**config.mk**
```make
export PLATFORM = sky130hd
export DESIGN_NAME = rca_pipe
export DESIGN_NICKNAME = d
export VERILOG_FILES = /design/src/rtl/rca_pkg.sv /design/src/rtl/rca_chunk.sv /design/src/rtl/rca_pipe.sv
export SDC_FILE = /design/constraint.sdc
export NUM_CORES = 1
export LEC_CHECK = 0
export CAP_MARGIN = 15
export CORE_UTILIZATION = 56
export DETAILED_ROUTE_END_ITERATION = 16
export PLACE_DENSITY = 0.9
export SETUP_SLACK_MARGIN = 0.02
export SLEW_MARGIN = 0
export SYNTH_ARGS = -nofsm -noshare
export SYNTH_HDL_FRONTEND = slang
export SYNTH_SLANG_ARGS = --single-unit
```
**constraint.sdc**
```tcl
create_clock -name clk -period 8.41 [get_ports clk]
set_input_delay 1.682 -clock clk [delete_from_list [all_inputs] [get_ports clk]]
set_output_delay 1.682 -clock clk [all_outputs]
set_load 0.05 [all_outputs]
```
**src/rtl/rca_pkg.sv**
```systemverilog
// Shared constants and helpers for the pipelined ripple-carry adder.
package rca_pkg;

    localparam int WIDTH_DEF  = 32;
    localparam int STAGES_DEF = 4;

    function automatic int chunk_width(input int width, input int stages);
        return width / stages;
    endfunction

endpackage

```
**src/rtl/rca_chunk.sv**
```systemverilog
// Combinational C-bit ripple-carry adder used as one pipeline stage's carry chain.
module rca_chunk #(
    parameter int C = 8
) (
    input  logic [C-1:0] a,
    input  logic [C-1:0] b,
    input  logic         cin,
    output logic [C-1:0] sum,
    output logic         cout
);

    always_comb begin
        logic c;
        c   = cin;
        sum = '0;
        for (int i = 0; i < C; i++) begin
            sum[i] = a[i] ^ b[i] ^ c;
            c      = (a[i] & b[i]) | (c & (a[i] ^ b[i]));
        end
        cout = c;
    end

endmodule

```
**src/rtl/rca_pipe.sv**
```systemverilog
// Pipelined add/subtract: one C-bit ripple chunk per stage, carry registered
// between stages, with a valid/ready handshake that freezes the whole pipe on stall.
module rca_pipe
    import rca_pkg::*;
#(
    parameter int WIDTH  = WIDTH_DEF,
    parameter int STAGES = STAGES_DEF
) (
    input  logic             clk,
    input  logic             rst_n,
    input  logic             in_valid,
    output logic             in_ready,
    input  logic [WIDTH-1:0] a,
    input  logic [WIDTH-1:0] b,
    input  logic             cin,
    input  logic             sub,
    output logic             out_valid,
    input  logic             out_ready,
    output logic [WIDTH-1:0] sum,
    output logic             cout,
    output logic             ovf
);

    localparam int C = chunk_width(WIDTH, STAGES);
    localparam int L = STAGES - 1;

    if ((WIDTH % STAGES) != 0 || STAGES < 1 || STAGES > WIDTH) begin : g_param_check
        $error("rca_pipe: WIDTH must be a multiple of STAGES and 1 <= STAGES <= WIDTH");
    end

    logic             vld_q [STAGES];
    logic             cy_q  [STAGES];
    logic [WIDTH-1:0] acc_q [STAGES];
    logic [WIDTH-1:0] opa_q [STAGES];
    logic [WIDTH-1:0] opb_q [STAGES];
    logic             advance;

    // The whole pipe moves together, so bubbles keep their slots during a stall.
    assign out_valid = vld_q[L];
    assign advance   = !out_valid || out_ready;
    assign in_ready  = advance;

    for (genvar k = 0; k < STAGES; k++) begin : g_stage
        logic             v_in;
        logic             c_in;
        logic [WIDTH-1:0] a_in;
        logic [WIDTH-1:0] b_in;
        logic [WIDTH-1:0] acc_in;
        logic [WIDTH-1:0] acc_nx;
        logic [C-1:0]     s_chunk;
        logic             c_out;

        if (k == 0) begin : g_first
            // Subtraction is a + ~b + 1; the +1 rides in on the stage-0 carry.
            assign v_in   = in_valid;
            assign a_in   = a;
            assign b_in   = sub ? ~b : b;
            assign c_in   = sub | cin;
            assign acc_in = '0;
        end else begin : g_next
            assign v_in   = vld_q[k-1];
            assign a_in   = opa_q[k-1];
            assign b_in   = opb_q[k-1];
            assign c_in   = cy_q[k-1];
            assign acc_in = acc_q[k-1];
        end

        rca_chunk #(.C(C)) u_chunk (
            .a    (a_in[k*C +: C]),
            .b    (b_in[k*C +: C]),
            .cin  (c_in),
            .sum  (s_chunk),
            .cout (c_out)
        );

        always_comb begin
            acc_nx            = acc_in;
            acc_nx[k*C +: C]  = s_chunk;
        end

        always_ff @(posedge clk) begin
            if (!rst_n) begin
                vld_q[k] <= 1'b0;
                cy_q[k]  <= 1'b0;
                acc_q[k] <= '0;
                opa_q[k] <= '0;
                opb_q[k] <= '0;
            end else if (advance) begin
                vld_q[k] <= v_in;
                cy_q[k]  <= c_out;
                acc_q[k] <= acc_nx;
                opa_q[k] <= a_in;
                opb_q[k] <= b_in;
            end
        end
    end

    // Overflow is derived from the last stage's registered operand MSBs; all zero after reset.
    assign sum  = acc_q[L];
    assign cout = cy_q[L];
    assign ovf  = (opa_q[L][WIDTH-1] == opb_q[L][WIDTH-1]) && (acc_q[L][WIDTH-1] != opa_q[L][WIDTH-1]);

endmodule
```
==> summary.md, run 1 <==
| Metric | Value |
|---|---|
| Most common cell after layout, fill and taps aside | edfxtp_1 |
| Max Cap Viol | 0 |
| Min-delay src | vld_q[1][0] |
| CTS tree | yes |
| Setup ws final | 2457 ps |
| Vias in the first global route | 4,287 |
| Post-Synthesis Cells | 516 |
| Period utilization | 70.78% |
| CP peak stage delay | 700 ps |
| Switching share of power | 22.79% |
| Crit Reg-Reg Endpoint | acc_q[3][31] |
| Most used cell, CP | fa_1 |
| Largest net degree at the start of global routing | 188 |
| Worst-path clk slew | 70 ps |
| Total gr overflow | 0 |
| CP cell instances | buf_2, xnor2_1, fa_1, fa_1, fa_1, fa_1, fa_1, inv_1, fa_1, inv_1, fa_1, fa_1, nor3_1 |
| Pwr dens | 197.5 nW/um2 |
| Clock Sinks | 186 |
| WHS | 481.6 ps |
| Area fraction of the dominant cell type after synthesis | 61.20% |
| Max VDD drop | 0.0001461 V |
| Die extent in y | 129.0 um |
| Share of cells above drive strength 1 | 28.76% |
| Internal power | 1.611 mW |
| Initial Utilization | 57.04% |
| Least-Margin Pin Slew | 1223 ps |
| CTS Buffer Depth | 2 |
| Worst path bufs/invs | 3 |
| Final Instance Count excl. Fillers | 828 |
| Sequential cell fraction of total power | 53.3% |
| Multi-input logic area | 2982 um2 |
| H-tree lvl count | 4 |
| Setup TNS | 0 ps |
| Worst Path Arrival | 6090 ps |
| Final wirelength | 13.68 mm |
| CORE AREA | 15,830 um2 |
| Hold endpoint | vld_q[1][0] |
| Storage element area | 5565 um2 |
| WL/cell | 16.52 um |
| Die Footprint | 16,630 um2 |
| Routability cong. | 0.7583 |
| Fmax | 168.0 MHz |
| Crit Path Category | input port to register |
| Final core utilization | 66.74% |
| Worst-path fanout max | 33 |
| Row count | 46 |
| Global-route wire length before repair | 21.80 mm |
| Post-synthesis sequential area ratio | 61.64% |
| DRC viols | 0 |
| DR vias/cell | 5.144 |
| FF-to-FF Start | opa_q[2][24] |
| Most frequent cells in the layout | edfxtp_1, nor3b_2, clkdlybuf4s50_1 |
| Initial DRC count | 376 |
| Final HPWL DP | 8.358 mm |
| Syn avg cell area | 17.50 um2 |
| Cts bufs inserted | 17 |
| Buffers on Ports | 105 |
| Total global-route track usage | 17.71% |
| Syn Nets | 618 |
| Clock Power Share | 35.8% |
| Die W | 129.0 um |
| CP max stage cell | buf_2 |
| Status | finished, final reports clean |
| Hold Crit Depth | 2 |
| Netlist cell types | 24 |
| Placed insts | 796 |
| Synth Warn # | 0 |
| Fin Clk Skew | 9.250 ps |
| Endpoints failing setup | 0 |
| Switching power | 0.4754 mW |
| Antenna diodes | 0 |
| Initial antenna violation count | 0 |
| Clock latency on the worst-skew pair | 430 ps |
| Cell Area, Synth | 9029 um2 |
| Cts repair resizes | 0 |
| Static Leak | 3.958 nW |
| Worst min-delay path category | register to register |
| Final hold violations | 0 |
| Dpl cell area | 10,010 um2 |
| Hold Buf Count CTS | 0 |
| I/O pin count | 106 |
| Area leader, netlist | edfxtp_1 |
| Vias | 4,259 |
| Synthesized flop and latch total | 186 |
| Final min period | 5953 ps |
| R2R depth | 11 |
| # nets final | 701 |
| Relative slew slack | 18.48% |
| Pre-CTS setup slack | 1951 ps |
| Post-route cell area | 10,560 um2 |
| Ranking of synthesized cells by area | edfxtp_1, nor3b_2, fa_1 |
| Clk root buf | clkbuf_16 |
| Tot Pwr | 2.086 mW |
| Max-slew violations | 0 |
| RSZ-0062 raised after global routing | no |
| Setup bufs post-CTS | 0 |
| Area growth syn-to-layout | 16.99% |
| Combinational share of power | 10.9% |
| Worst setup EP type | register |
| TritonRoute pass-1 iters | 6 |
| Data required time of the worst path | 8540 ps |
| Fillcell total | 1,014 |
| DRT antenna net count | 0 |
| Worst setup SP type | input port |
| R2R setup slack | 4380 ps |
| CP top delay family | adder cells |
==> final cells by class <==
| cell class | count | area share, % |
|---|---|---|
| Multi-Input combinational cell | 259 | 28.23 |
| Sequential cell | 186 | 52.69 |
| Inverter | 26 | 0.9950 |
| Clock buffer | 17 | 4.027 |
| Timing Repair Buffer | 109 | 10.31 |
| Tap cell | 216 | 2.559 |
| Clock inverter | 15 | 1.196 |
==> synth_stat cells <==
| cell | count |
|---|---|
| nand2_1 | 4 |
| clkbuf_1 | 3 |
| clkbuf_4 | 1 |
| xnor2_1 | 31 |
| dfxtp_1 | 2 |
| buf_6 | 24 |
| xor2_1 | 1 |
| nor2b_1 | 1 |
| o31ai_1 | 1 |
| fa_1 | 32 |
| nor3_1 | 20 |
| inv_1 | 25 |
| nand2b_1 | 1 |
| nor2_1 | 1 |
| nand4b_1 | 1 |
| nor3b_1 | 26 |
| buf_4 | 10 |
| inv_2 | 1 |
| nor3_2 | 16 |
| o22ai_1 | 1 |
| mux2i_1 | 1 |
| buf_2 | 7 |
| edfxtp_1 | 184 |
| nor3b_2 | 122 |
==> cells by family after synthesis <==
logic type / share of synthesized area (%)
buffers and inverters: 5.502
XOR/XNOR: 3.104
adder cells (fa/ha/maj): 7.095
multiplexers: 0.1109
AO/OA/AOI/OAI: 0.1525
AND/OR/NAND/NOR: 22.39
flip-flops: 61.64
==> power groups by stage <==
| stage | registers [mW] | clock network, mW | logic [mW] |
|---|---|---|---|
| 2_1_floorplan | 1.16 | 0 | 0.130 |
| 3_3_place_gp | 1.13 | 0 | 0.222 |
| 3_5_place_dp | 1.13 | 0 | 0.229 |
| 4_1_cts | 1.11 | 0.754 | 0.231 |
| 5_1_grt | 1.12 | 0.789 | 0.249 |
| 6_report | 1.11 | 0.747 | 0.228 |
==> metal layers <==
layer,track usage [%],vias up,part of all wire [%]
met1,22.99,2096,44
met3,4.823,23,4.2
met2,28.20,101,50
li1,-,2039,-
met5,0,-,0
met4,7.751,0,2.4
==> worst max path at each step <==
stage                          from           to  slack, ps  cells past startpoint
after detailed placement        sub  acc_q[0][7]       1950                     13
after floorplan           out_ready  acc_q[0][0]       1760                      5
after CTS                       sub  acc_q[0][7]       2410                     13
final                           sub  acc_q[0][7]       2460                     13
after global placement          sub  acc_q[0][7]       2160                     13
after global routing            sub  acc_q[0][7]       2240                     13
==> worst min-delay path: stages, from the launching register on <==
cell and delay [ps]:
dfxtp_1 310, nand2_1 60, mux2i_1 60
==> sequential cells by signal (all words and copies together) (netlist names) <==
name / cells
opb_q: 49
cy_q: 4
opa_q: 49
vld_q: 4
acc_q: 80
(Power assumes the default switching activity.)
==> run 2, diff against run 1 <==
- clock period: 8.41 -> 5.8 ns (I/O delays scaled with it)
==> run 2 against run 1 <==
Compared with the run above: die area did not move; critical path type unchanged; largest power group unchanged; sequential power grew 45%; register-to-register slack got worse by 2600 ps.
==> summary.md, run 2 (synthesized netlist as in run 1, its figures left out) <==
| Metric | Value |
|---|---|
| Antenna diodes | 0 |
| Min-delay src | vld_q[1][0] |
| Max VDD drop | 0.0001971 V |
| Switching share of power | 21.34% |
| Max-slew violations | 0 |
| Pwr dens | 289.8 nW/um2 |
| Setup ws final | 701.3 ps |
| Initial antenna violation count | 0 |
| Initial Utilization | 57.04% |
| FF-to-FF Start | opa_q[2][24] |
| Pre-CTS setup slack | 243.1 ps |
| Top register by number of flip-flops | acc_q |
| Cts bufs inserted | 17 |
| Crit Path Category | input port to register |
| Crit Reg-Reg Endpoint | acc_q[3][31] |
| Clock Power Share | 36.7% |
| Initial DRC count | 335 |
| Setup TNS | 0 ps |
| Worst Path Arrival | 5220 ps |
| Max FFs per register | 80 |
| Status | finished, final reports clean |
| Data required time of the worst path | 5920 ps |
| Die W | 129.0 um |
| Routability cong. | 0.7606 |
| Total global-route track usage | 18.31% |
| Cts repair resizes | 0 |
| Total gr overflow | 0 |
| DRC viols | 0 |
| Least-Margin Pin Slew | 1186 ps |
| DR vias/cell | 5.217 |
| Final HPWL DP | 8.507 mm |
| # nets final | 703 |
| Switching power | 0.6555 mW |
| Internal power | 2.417 mW |
| Setup bufs post-CTS | 0 |
| Max Cap Viol | 0 |
| Period utilization | 87.91% |
| R2R setup slack | 1770 ps |
| Multi-input logic area | 2990 um2 |
| TritonRoute pass-1 iters | 5 |
| Largest registers | acc_q x80, opa_q x49, opb_q x49 |
| Worst min-delay path category | register to register |
| Storage element area | 5565 um2 |
| Die Footprint | 16,630 um2 |
| Worst Setup SP | b[0] |
| Worst-path clk slew | 60 ps |
| Die extent in y | 129.0 um |
| Row count | 46 |
| Worst setup SP type | input port |
| Most frequent cells in the layout | edfxtp_1, nor3b_2, clkdlybuf4s50_1 |
| Relative slew slack | 20.90% |
| Worst setup EP type | register |
| Final wirelength | 14.04 mm |
| Global-route wire length before repair | 22.87 mm |
| Sequential cell fraction of total power | 52.5% |
| Static Leak | 3.977 nW |
| Clock Sinks | 186 |
| Endpoints failing setup | 0 |
| I/O pin count | 106 |
| CTS Buffer Depth | 2 |
| Vias | 4,325 |
| Final hold violations | 0 |
| CP endpoint | acc_q[0][7] |
| Largest net degree at the start of global routing | 154 |
| WL/cell | 16.93 um |
| H-tree lvl count | 4 |
| WHS | 475.6 ps |
| Hold Buf Count CTS | 0 |
| Clock latency on the worst-skew pair | 420 ps |
| Combinational share of power | 10.9% |
| Buffers on Ports | 105 |
| Placed insts | 798 |
| DRT antenna net count | 0 |
| Worst-path fanout max | 1 |
| Share of cells above drive strength 1 | 28.22% |
| Fillcell total | 1,036 |
| Final min period | 5099 ps |
| Vias in the first global route | 4,484 |
| Fin Clk Skew | 6.762 ps |
| CTS tree | yes |
| Clk root buf | clkbuf_16 |
| Most common cell after layout, fill and taps aside | edfxtp_1 |
| R2R depth | 11 |
| RSZ-0062 raised after global routing | no |
| CORE AREA | 15,830 um2 |
| Area growth syn-to-layout | 17.41% |
| Final Instance Count excl. Fillers | 829 |
| Fmax | 196.1 MHz |
run 2: changes by cell type in the layout (fill, tap and decap cells not counted), moves of 2 or more:
cell / change
bufinv_16: +2
clkbuf_1: +3
clkinv_4: -3
inv_6: -2
clkinvlp_4: -3
buf_4: +2
run 2: how the worst min path moves through the flow:
stage | slack [ps] | to | cells past startpoint
finish | 480 | vld_q[1][0] | 2
global route | 500 | vld_q[1][0] | 2
CTS | 480 | vld_q[1][0] | 2
detailed placement | 470 | vld_q[1][0] | 2
global placement | 450 | vld_q[1][0] | 2
floorplan | 440 | vld_q[1][0] | 2
run 2: critical path: stages:
cell and delay (ps):
clkdlybuf4s50_1 420, xnor2_1 160, fa_1 430, fa_1 450, fa_1 450, fa_1 460
fa_1 410, inv_1 90, fa_1 160, inv_1 60, fa_1 410, fa_1 510
nor3_1 50
run 2: layout make-up:
type,instances,area share (%)
Sequential cell,186,52.50
Multi-Input combinational cell,259,28.21
Timing Repair Buffer,111,10.41
Clock buffer,20,4.119
Tap cell,216,2.550
Clock inverter,11,1.216
Inverter,26,0.9915
run 2: per-stage QoR:
step	cell area, um2	power [mW]	utilization (%)
after floorplan	9031	1.863	-
after global placement	10030	1.959	63.40
after detailed placement	10030	1.975	63.40
after CTS	10600	3.095	66.97
after global routing	10600	3.180	66.97
final	10600	3.072	66.97
run 2: per-layer routing:
metal | wire length (um) | part of all wire [%] | GRT usage (%) | vias to the layer above
li1 | - | - | - | 2042
met1 | 6040 | 43 | 24.47 | 2162
met2 | 7227 | 51 | 29.03 | 98
met3 | 441 | 3.1 | 4.075 | 23
met4 | 327 | 2.3 | 8.097 | 0
met5 | 0 | 0 | 0 | -
run 2: power by group through the flow:
stage	Sequential [mW]	Combinational [mW]	Clock, mW
after CTS	1.61	0.338	1.14
after detailed placement	1.64	0.335	0
after global routing	1.62	0.366	1.19
after floorplan	1.67	0.188	0
final	1.61	0.334	1.13
after global placement	1.63	0.325	0
